**src/rtl/uart_tx_engine.sv**
```systemverilog
// uart_tx_engine: byte-wide transmit FIFO feeding an 8-bit UART serialiser.
// Frame: start bit, 8 data bits LSB first, optional parity, then 1 or 2 stop bits.
// Mode and rate are latched when a byte is popped, so they only change between frames.
// Optional feature macro: UART_TX_PARITY_EN adds the PARITY state and honours
// mode bits 0 (parity enable) and 1 (odd parity).
module uart_tx_engine #(
  parameter int FIFO_DEPTH = 4,
  parameter int MIN_RATE   = 2
) (
  input  logic                          clk,
  input  logic                          rst_n,
  input  logic                          uart_enable,
  input  logic [2:0]                    uart_mode,
  input  logic [15:0]                   uart_rate,
  input  logic                          tx_wr,
  input  logic [7:0]                    tx_data,
  output logic                          txd,
  output logic [$clog2(FIFO_DEPTH):0]   tx_count,
  output logic                          uart_busy,
  output logic [1:0]                    uart_error,
  output logic                          update_ok
);

  localparam int AW = $clog2(FIFO_DEPTH);
  localparam int CW = AW + 1;
  localparam logic [CW-1:0] FULL       = CW'(FIFO_DEPTH);
  localparam logic [15:0]   MIN_RATE_L = 16'(MIN_RATE);

  typedef enum logic [2:0] {
    IDLE,
    START,
    DATA,
`ifdef UART_TX_PARITY_EN
    PARITY,
`endif
    STOP
  } state_t;

  state_t        state;
  logic [7:0]    mem [FIFO_DEPTH];
  logic [AW-1:0] wr_ptr;
  logic [AW-1:0] rd_ptr;
  logic [15:0]   rate_q;
  logic [15:0]   bit_cnt;
  logic [2:0]    bit_idx;
  logic [7:0]    data_q;
  logic          two_stop_q;
  logic          stop2_q;
`ifdef UART_TX_PARITY_EN
  logic          par_en_q;
  logic          par_odd_q;
`else
  logic          unused_mode;
`endif

  logic push;
  logic pop;
  logic overflow;
  logic rate_ok;
  logic last_tick;
  logic stop_done;

  // Push/pop qualification and end-of-bit / end-of-frame detection
  always_comb begin
    push      = tx_wr && (tx_count != FULL);
    overflow  = tx_wr && (tx_count == FULL);
    rate_ok   = (uart_rate >= MIN_RATE_L);
    last_tick = (bit_cnt == '0);
    stop_done = (state == STOP) && last_tick && (!two_stop_q || stop2_q);
    pop       = uart_enable && (tx_count != '0) && ((state == IDLE) || stop_done);
  end

`ifndef UART_TX_PARITY_EN
  // Parity mode bits have no function without the parity feature
  always_comb unused_mode = ^uart_mode[1:0];
`endif

  // FIFO storage; pointer wrap relies on FIFO_DEPTH being a power of two
  always_ff @(posedge clk) begin
    if (push) mem[wr_ptr] <= tx_data;
  end

  // FIFO pointers and occupancy
  always_ff @(posedge clk or negedge rst_n) begin
    if (!rst_n) begin
      wr_ptr   <= '0;
      rd_ptr   <= '0;
      tx_count <= '0;
    end else begin
      if (push) wr_ptr <= wr_ptr + 1'b1;
      if (pop)  rd_ptr <= rd_ptr + 1'b1;
      tx_count <= tx_count + CW'(push) - CW'(pop);
    end
  end

  // Frame sequencer with registered line, status and error outputs
  always_ff @(posedge clk or negedge rst_n) begin
    if (!rst_n) begin
      state      <= IDLE;
      txd        <= 1'b1;
      uart_busy  <= 1'b0;
      update_ok  <= 1'b1;
      uart_error <= '0;
      rate_q     <= '0;
      bit_cnt    <= '0;
      bit_idx    <= '0;
      data_q     <= '0;
      two_stop_q <= 1'b0;
      stop2_q    <= 1'b0;
`ifdef UART_TX_PARITY_EN
      par_en_q   <= 1'b0;
      par_odd_q  <= 1'b0;
`endif
    end else begin
      uart_error <= {pop && !rate_ok, overflow};
      if (pop && rate_ok) begin
        state      <= START;
        txd        <= 1'b0;
        uart_busy  <= 1'b1;
        update_ok  <= 1'b0;
        data_q     <= mem[rd_ptr];
        rate_q     <= uart_rate;
        bit_cnt    <= uart_rate - 16'd1;
        two_stop_q <= uart_mode[2];
`ifdef UART_TX_PARITY_EN
        par_en_q   <= uart_mode[0];
        par_odd_q  <= uart_mode[1];
`endif
      end else if (pop || stop_done) begin
        // illegal-rate pops are dropped here as well as normal frame ends
        state     <= IDLE;
        txd       <= 1'b1;
        uart_busy <= 1'b0;
        update_ok <= 1'b1;
      end else if ((state != IDLE) && !last_tick) begin
        bit_cnt <= bit_cnt - 16'd1;
      end else begin
        case (state)
          START: begin
            state   <= DATA;
            txd     <= data_q[0];
            bit_idx <= '0;
            bit_cnt <= rate_q - 16'd1;
          end
          DATA: begin
            bit_cnt <= rate_q - 16'd1;
            if (bit_idx != 3'd7) begin
              bit_idx <= bit_idx + 3'd1;
              txd     <= data_q[bit_idx + 3'd1];
`ifdef UART_TX_PARITY_EN
            end else if (par_en_q) begin
              state <= PARITY;
              txd   <= (^data_q) ^ par_odd_q;
`endif
            end else begin
              state   <= STOP;
              txd     <= 1'b1;
              stop2_q <= 1'b0;
            end
          end
`ifdef UART_TX_PARITY_EN
          PARITY: begin
            state   <= STOP;
            txd     <= 1'b1;
            stop2_q <= 1'b0;
            bit_cnt <= rate_q - 16'd1;
          end
`endif
          STOP: begin
            // only reached at the end of the first of two stop bits
            stop2_q <= 1'b1;
            bit_cnt <= rate_q - 16'd1;
          end
          default: begin
            state <= IDLE;
          end
        endcase
      end
    end
  end

endmodule

```
**config.mk**
```make
export PLATFORM = sky130hd
export DESIGN_NAME = uart_tx_engine
export DESIGN_NICKNAME = d
export VERILOG_FILES = /design/src/rtl/uart_tx_engine.sv
export SDC_FILE = /design/constraint.sdc
export NUM_CORES = 1
export LEC_CHECK = 0
export CAP_MARGIN = 20
export CORE_MARGIN = 2
export CORE_UTILIZATION = 30
export DETAILED_ROUTE_END_ITERATION = 6
export GPL_TIMING_DRIVEN = 0
export PLACE_DENSITY = 0.49
export SKIP_CTS_REPAIR_TIMING = 1
export SYNTH_ARGS = -nofsm -noshare
export SYNTH_HDL_FRONTEND = slang
export SYNTH_SLANG_ARGS = --single-unit
export TNS_END_PERCENT = 10
```
**constraint.sdc**
```tcl
create_clock -name clk -period 3.05 [get_ports clk]
set_input_delay 0.61 -clock clk [delete_from_list [all_inputs] [get_ports clk]]
set_output_delay 0.61 -clock clk [all_outputs]
set_load 0.01 [all_outputs]
```
==> results.json <==
{
  "status": "finished clean",
  "grt_overflow": 0,
  "ys_seq_area_frac": 0.5267,
  "clk_latency_ns": 0.36,
  "synth.cell_area_um2": 4632,
  "antenna_left": 0,
  "wl_per_cell_um": 17.43,
  "dp_hpwl_um": 8233,
  "reg2reg_depth": 15,
  "worst_clock_skew_ns": 0.006289,
  "grt_pass1_vias": 3538,
  "pre_cts_ws_ns": -1.223,
  "synth.distinct_cells": 58,
  "worst_slew_pin_slew_ns": 0.7905,
  "cts_buffers": 9,
  "grt_start_max_net_pins": 60,
  "gp_congestion": 0.8370,
  "clkSinkCount": 91,
  "synth_nets": 484,
  "cp_cell_sequence": "or3_1, nand2_2, nor3_4, buf_6, buf_12, mux2i_1, nor2_1, a21oi_2, ha_2, o311ai_4, a211oi_2, buf_4, and4bb_1, xnor2_1, a21oi_1",
  "path_max_fanout": 7,
  "rows": 45,
  "crit_family": "simple AND/OR/NAND/NOR gates",
  "slew_violations": 0,
  "crit_slowest_cell": "or3_1",
  "timing.fmax_mhz": 334.1,
  "area_growth_pct": 25.90,
  "synth_top_flop_cell": "dfrtp_1",
  "synth.avg_cell_area_um2": 10.55,
  "num_vias": 3544,
  "final_common_cell": "nand2_1",
  "h-tree-depth": 3,
  "mostFrequentLayoutCells": "91 x nand2_1, 57 x dfrtp_1, 36 x nor2_1",
  "reg2reg_to": "bit_cnt[14]",
  "grt_first_pass_wirelength_um": 19120,
  "gr-usage-all-layers": 0.1543,
  "worstPathArrival_ns": 3.21,
  "rrSetupSlack_ns": 0.06,
  "synth_cells": 439,
  "clk_path_buf_depth": 2,
  "cts_tree": "built",
  "synth_seq_cells": 91,
  "insertedDiodeCount": 0,
  "drt_wl_total_um": 12100,
  "crit_path_end_kind": "flop",
  "root_buffer": "clkbuf_16",
  "port_buffers": 36,
  "fin_ws_ns": 0.05722,
  "rsz0062_at_grt": "true",
  "io-pin-count": 39,
  "cap_violations": 0,
  "fin_nets": 546,
  "cellPowerDensity_nw_per_um2": 511.6,
  "peakVddDrop_mv": 0.3339,
  "die_area_um2": 16450,
  "die_x_um": 128.3,
  "synth_edf_count": 32,
  "drt_iter0_drc": 266,
  "hold_class": "input pin to asynchronous set/reset pin",
  "startpoint_type": "flop",
  "crit_required_ns": 3.27,
  "rr_startpoint": "tx_count[1]",
  "leakagePower_nw": 2.466,
  "clk_pin_slew_ns": 0.08,
  "cpPeakStageDelay_ns": 0.46,
  "finalHoldViolations": 0,
  "power.total_w": 0.002984,
  "antenna_found_initial": 0,
  "synth-async-reset-ratio": 0.6484,
  "critPathBufInv": 3,
  "via_per_inst": 5.107,
  "maxSlewHeadroom": 0.4730,
  "fin_crit_ns": 2.993,
  "die_y_um": 128.3,
  "start_util": 0.3058,
  "coreArea_um2": 15150,
  "setup_viol": 0,
  "fin_crit_sh": 0.9812,
  "drc": 0,
  "dr.pass1.iters": 4,
  "path_class": "flop to flop",
  "yosys_warnings": 0,
  "drive_gt1_frac": 0.1660
}
-- worst max-delay path by stage --
stage	from	to	slack [ns]	depth (start not counted)
after floorplan	uart_rate[4]	bit_cnt[14]	0.02	14
after global placement	uart_rate[11]	bit_cnt[14]	-1.24	15
after detailed placement	uart_rate[11]	bit_cnt[14]	-1.22	15
after CTS	uart_rate[11]	bit_cnt[14]	-0.86	15
after global routing	bit_cnt[7]	bit_cnt[14]	-0.07	13
final	tx_count[1]	bit_cnt[14]	0.06	15
-- sequential cells by signal (all words and copies together) (netlist names) --
signal and count:
bit_cnt 16, bit_idx 3, data_q 8, mem 32
rate_q 16, rd_ptr 2, state 2, stop2_q 1
two_stop_q 1, tx_count 3, txd 1, uart_busy 1
uart_error 2, update_ok 1, wr_ptr 2
-- synthesized netlist by cell type, drive strengths merged (7+ instances only) --
master / n / area (µm²)
edfxtp: 32 / 960.9
clkbuf: 12 / 45.04
buf: 7 / 35.03
mux4: 10 / 225.2
xnor2: 15 / 131.4
inv: 15 / 56.30
a21oi: 26 / 156.4
ha: 13 / 162.7
mux2i: 15 / 150.1
nor2: 36 / 135.1
o21ai: 19 / 95.09
a31oi: 8 / 50.05
and2: 7 / 46.30
nand2: 94 / 355.3
dfrtp: 57 / 1426
nor3: 9 / 50.05
-- layer usage --
layer,vias up,track usage,share of wire
met4,0,0.05624,0.017
met5,-,0,0
met3,15,0.04174,0.051
met1,1748,0.1975,0.45
met2,90,0.2509,0.48
li1,1691,-,-
-- per-stage QoR --
stage,area [µm²],hold WS [ns],TNS (ns),instances,util
4_1_cts,5558,0.3709,-15.01,679,0.3670
2_1_floorplan,4663,0.3144,0,439,-
5_1_grt,5832,0.3998,-0.09380,694,0.3850
3_3_place_gp,5259,0.4585,-69.96,663,0.3472
3_5_place_dp,5256,0.4645,-27.50,663,0.3470
6_report,5832,0.3265,0,694,0.3850
-- layout make-up --
cell class / count / area [µm²]
fillers: 1490 / 9314
well taps: 188 / 235.2
clock inverters: 7 / 76.32
multi-input cells: 314 / 2195
repair buffers: 51 / 496.7
flip-flops and latches: 91 / 2440
inverters: 15 / 56.30
clock buffers: 9 / 225.2
plain buffers: 19 / 107.6
-- power by group --
| group | switching (W) | internal [W] | total (W) |
|---|---|---|---|
| combinational | 0.000208 | 0.000177 | 0.000385 |
| sequential | 0.0000565 | 0.00140 | 0.00145 |
| clock | 0.000559 | 0.000585 | 0.00114 |
| total | 0.000823 | 0.00216 | 0.00298 |
-- cell families after synthesis --
kind of cell	share of synthesized area
fa+ha+maj	0.03944
simple gates	0.1729
xor+xnor	0.03026
mux	0.09076
flops	0.5267
compound gates	0.1105
buf+inv	0.02944
No activity file was read; power rests on OpenSTA's default activity.
==> RTL change 1, RTL diff (same flow settings) <==
Set the parameter `FIFO_DEPTH` to 8 (it was 4).
--- a/src/rtl/uart_tx_engine.sv
+++ b/src/rtl/uart_tx_engine.sv
@@ -6,3 +6,3 @@
 module uart_tx_engine #(
-  parameter int FIFO_DEPTH = 4,
+  parameter int FIFO_DEPTH = 8,
   parameter int MIN_RATE   = 2
Interface: changed (resized tx_count); port bits go from 39 to 40. The function was not compared with the original's and may differ.
==> RTL change 1 against the unedited design <==
Clock power rose by 83%; critical path type is now input pin to flip-flop; sequential power grew 57%; synthesized area rose by 33%; sequential cell count grew 35; power rose by 90%; sequential share of layout area up 2.2 points; via count is 22% higher; critical path depth is 4 lower; worst setup slack lost 0.085 ns; design area is 35% higher; the run now ends with setup timing left; routed wire length rose by 28%; largest power group unchanged.
==> RTL change 1: results (changes against the unedited design) <==
ratio of cells with drive above 1 in the final layout=21.9% (+5.3 points); endpoints failing setup=3 (+3); worst path setup slack after routing=-0.0274 ns (-0.0846 ns); Worst Tran Pin Value=1.02 ns (+0.229 ns); via/cell ratio=4.93 (-3.5%); syn avg cell area=11.9 sq um (+13%); final total negative setup slack=-0.0658 ns (-0.0658 ns); cells taking the most area after synthesis=edfxtp_1 31%, dfrtp_1 24%, mux4_2 6.6%, nand2_1 5.5%, mux2i_1 4.2%; count of cell types in the netlist=64 (+10%); routed wire length per instance=17.7 um (+1.4%); maximum number of pins on one net before global-route repair=63 (+5.0%); DRC marker count from the first detailed-route iteration=288 (+8.3%); worst-case setup slack after placement=-1.27 ns (-0.0433 ns); half-perimeter wire length of the detailed placement result=10500 um (+28%); synthesized net count=565 (+17%); GRT Total Usage=14.9% (-0.57 points); predominant post-synthesis flop cell=edfxtp_1; via count=4317 (+22%); EDFF count, synth=64 (+100%); met3 GRT Util=3.43% (-0.75 points); Static Leakage=3.17 nW (+28%); area post-placement=0.00692 sq mm (+32%); routed metal-1 wirelength=7210 um (+33%); violations in the final reports=setup timing; Max FO, Critical Path=6 (-1); Psw=1.80 mW (+120%); wire length on met3=526 um (-16%); status=complete, but fails checks; total instance count after detailed placement=825 (+24%); met2 wire len=7550 um (+29%); slowest cell on the critical path=or4_4; share of synthesized area occupied by flip-flops and latches=56.3% (+3.6 points)
## RTL change 1: final timing paths
kind	slack [ns]	depth (start not counted)	endpoint	start
setup / recovery	-0.03	11	bit_cnt[9]	uart_rate[9]
hold / removal	0.28	1	bit_cnt[12]	rst_n
setup reg to reg	0.03	13	bit_cnt[14]	bit_cnt[10]
hold reg to reg	0.48	2	rate_q[13]	rate_q[13]
max in group asynchronous	2.20	1	bit_cnt[10]	rst_n
min in group clk	0.39	3	rate_q[9]	uart_rate[9]
## RTL change 1: power by group through the flow
stage	combinational, mW	sequential [mW]	clock (mW)
3_5_place_dp	1.13	2.29	0
4_1_cts	1.14	2.26	2.14
3_3_place_gp	1.11	2.27	0
2_1_floorplan	0.762	2.24	0
6_report	1.30	2.28	2.09
5_1_grt	1.44	2.32	2.21
## RTL change 1: area by class of cell
| type | count | area (sq um) | share of cell area [%] |
|---|---|---|---|
| sequential | 126 | 3480 | 44.0 |
| multi-input combinational | 357 | 2740 | 34.7 |
| timing repair buffer | 58 | 556 | 7.04 |
| clock buffer | 17 | 425 | 5.39 |
| tap | 270 | 338 | 4.28 |
| clock inverter | 15 | 193 | 2.44 |
| buffer | 21 | 119 | 1.51 |
| inverter | 12 | 45.0 | 0.571 |
## RTL change 1: kinds of logic (layout without fill, tap and decap cells)
kind of cell             Yosys count  count (layout)  synth area share [%]
AND/OR/NAND/NOR                  195             195                  14.8
buffers and inverters             35             123                  2.41
flip-flops                       126             126                  56.3
AO/OA/AOI/OAI                     81              81                  9.21
XOR/XNOR                          15              15                  2.13
multiplexers                      50              50                  11.9
adder cells (fa/ha/maj)           16              16                  3.36
==> RTL change 2, RTL diff (same flow settings) <==
Without the edit above. Make the reset (`rst_n`) synchronous in 2 clocked blocks.
--- a/src/rtl/uart_tx_engine.sv
+++ b/src/rtl/uart_tx_engine.sv
@@ -83,3 +83,3 @@
   // FIFO pointers and occupancy
-  always_ff @(posedge clk or negedge rst_n) begin
+  always_ff @(posedge clk) begin
     if (!rst_n) begin
@@ -96,3 +96,3 @@
   // Frame sequencer with registered line, status and error outputs
-  always_ff @(posedge clk or negedge rst_n) begin
+  always_ff @(posedge clk) begin
     if (!rst_n) begin
Formal check against the unedited RTL: differs if rst_n is asserted again (counterexample within 4 cycles, from zero or initial values and one cycle with rst_n low); with rst_n held inactive, the same outputs for 10 cycles.
==> RTL change 2 against the unedited design <==
The flow now finishes with violations (setup timing); worst hold slack better by 0.13 ns; routed wire length up 13%; synthesized area up 0.54%; sequential cell count unchanged; design area up 2.3%; worst setup slack worse by 0.31 ns; non-clock buffer count up 24.
Power is not compared: it rests on default switching activity, and its combinational part moved more than twofold at a synthesized area within 25%.
==> RTL change 2: results (changes against the unedited design) <==
status=complete, but fails checks; violations in the final reports=setup timing; vias in the first global route=3816 (+7.9%); endpoints failing setup=5 (+5); total instance count after detailed placement=696 (+5.0%); final WL=13700 um (+13%); critical path's top delay family=compound AO/OA/AOI/OAI gates; DRC marker count from the first detailed-route iteration=324 (+22%); Max FO, Critical Path=7 (unchanged); via count=4013 (+13%); CTS clk-pin slew, worst paths=0.07 ns; weighted congestion reported at the end of routability-driven placement=0.906 (+8.2%); via/cell ratio=5.40 (+5.8%); EDFF count, synth=32 (unchanged); number of iterations in the first detailed-routing pass=5 (+1); Setup Skew=0.00791 ns (+0.00162 ns); slowest cell on the critical path=or4_1; GRT Total Usage=17.0% (+1.5 points); nets@finish=595 (+9.0%); count of cell types in the netlist=65 (+12%); synthesized net count=517 (+6.8%); CP peak stage delay=0.40 ns (-0.06 ns); leading post-synthesis cells by instance count=66 x nand2_1, 59 x dfxtp_1, 42 x a21oi_1; maximum number of pins on one net before global-route repair=20 (-67%); Min-Delay Path Class=flip-flop to flip-flop; wire length of the first global-routing pass=21000 um (+10%); worst path setup slack after routing=-0.253 ns (-0.310 ns); arrival time reported for the critical path endpoint=3.59 ns (+0.38 ns); ratio of cells with drive above 1 in the final layout=20.0% (+3.4 points); cells taking the most area after synthesis=dfxtp_1 25%, edfxtp_1 21%, nand2_1 5.3%, mux4_2 4.8%, a21oi_1 4.5%; half-perimeter wire length of the detailed placement result=9610 um (+17%); Worst Tran Pin Value=0.784 ns (-0.00607 ns); share of synthesized area occupied by flip-flops and latches=46.0% (-6.7 points); syn avg cell area=9.87 sq um (-6.5%); clock root cell=clkbuf_16
==> RTL change 2: changes by cell type in the layout (fill, tap and decap cells not counted), sizes merged, moves of 5 or more <==
cell	before	now
buf	28	44
dfxtp	0	59
nor4	6	11
a21oi	26	42
nand2	94	66
nor2	36	41
o31ai	2	9
dfrtp	57	0
xnor2	15	4
clkbuf	20	30
nand4	2	8
a22o	5	0
==> RTL change 2: cells by family after synthesis <==
logic type	count (synthesis)	synth area share, %
XOR/XNOR	7	1.32
AND/OR/NAND/NOR	172	19.4
AO/OA/AOI/OAI	125	17.9
adder cells (fa/ha/maj)	14	3.92
flip-flops	91	46.0
buffers and inverters	38	3.36
multiplexers	25	8.06
==> RTL change 2: worst paths after layout <==
kind / depth (start not counted) / from / end / slack, ns
worst max-delay path: 13 / bit_cnt[14] / bit_cnt[12] / -0.25
worst min-delay path: 2 / data_q[6] / data_q[6] / 0.46
worst max register to register: 13 / bit_cnt[14] / bit_cnt[12] / -0.25
worst min register to register: 2 / data_q[6] / data_q[6] / 0.46
==> RTL change 2: power groups by stage <==
stage               registers, mW  clock network (mW)  logic (mW)
floorplan                    1.73                   0        2.25
global placement             1.77                   0        3.08
detailed placement           1.78                   0        3.13
CTS                          1.75                1.18        3.14
global route                 1.80                1.23        3.95
finish                       1.77                1.15        3.65
==> RTL change 2: final cells by class <==
class / count / area, sq um
fill: 1549 / 9240
multi-input combinational: 343 / 2480
sequential: 91 / 2150
timing repair buffer: 67 / 581
tap: 188 / 235
clock buffer: 9 / 225
buffer: 27 / 179
clock inverter: 7 / 71.3
inverter: 11 / 41.3
==> RTL change 2: worst register-to-register path: stages, from the launching register on <==
cell and delay, ns:
dfxtp_4 0.36, nor4_4 0.38, a41o_1 0.23, buf_6 0.13
nand4_4 0.12, buf_8 0.17, buf_12 0.12, o221ai_2 0.16
ha_2 0.24, nand3b_1 0.12, o221a_4 0.30, a211o_4 0.36
or4_1 0.40, a31oi_1 0.16
==> RTL change 2: metal layers <==
| metal | vias to the layer above | track usage [%] | wire length, um |
|---|---|---|---|
| met2 | 131 | 28.5 | 6810 |
| li1 | 1907 | - | - |
| met1 | 1945 | 21.1 | 5780 |
| met4 | 0 | 7.10 | 445 |
| met3 | 30 | 3.78 | 669 |
| met5 | - | 0 | 0 |
==> RTL change 2: metrics by stage <==
step | TNS, ns | setup WS, ns | hold slack, ns | instance area, sq um | util, %
finish | -0.745 | -0.253 | 0.457 | 5970 | 39.3
global route | -1.40 | -0.394 | 0.481 | 5970 | 39.3
CTS | -7.68 | -1.17 | 0.463 | 5590 | 36.8
detailed placement | -23.39 | -1.54 | 0.453 | 5300 | 34.8
global placement | -22.91 | -1.44 | 0.444 | 5300 | 34.8
floorplan | -0.722 | -0.265 | 0.433 | 4700 | -
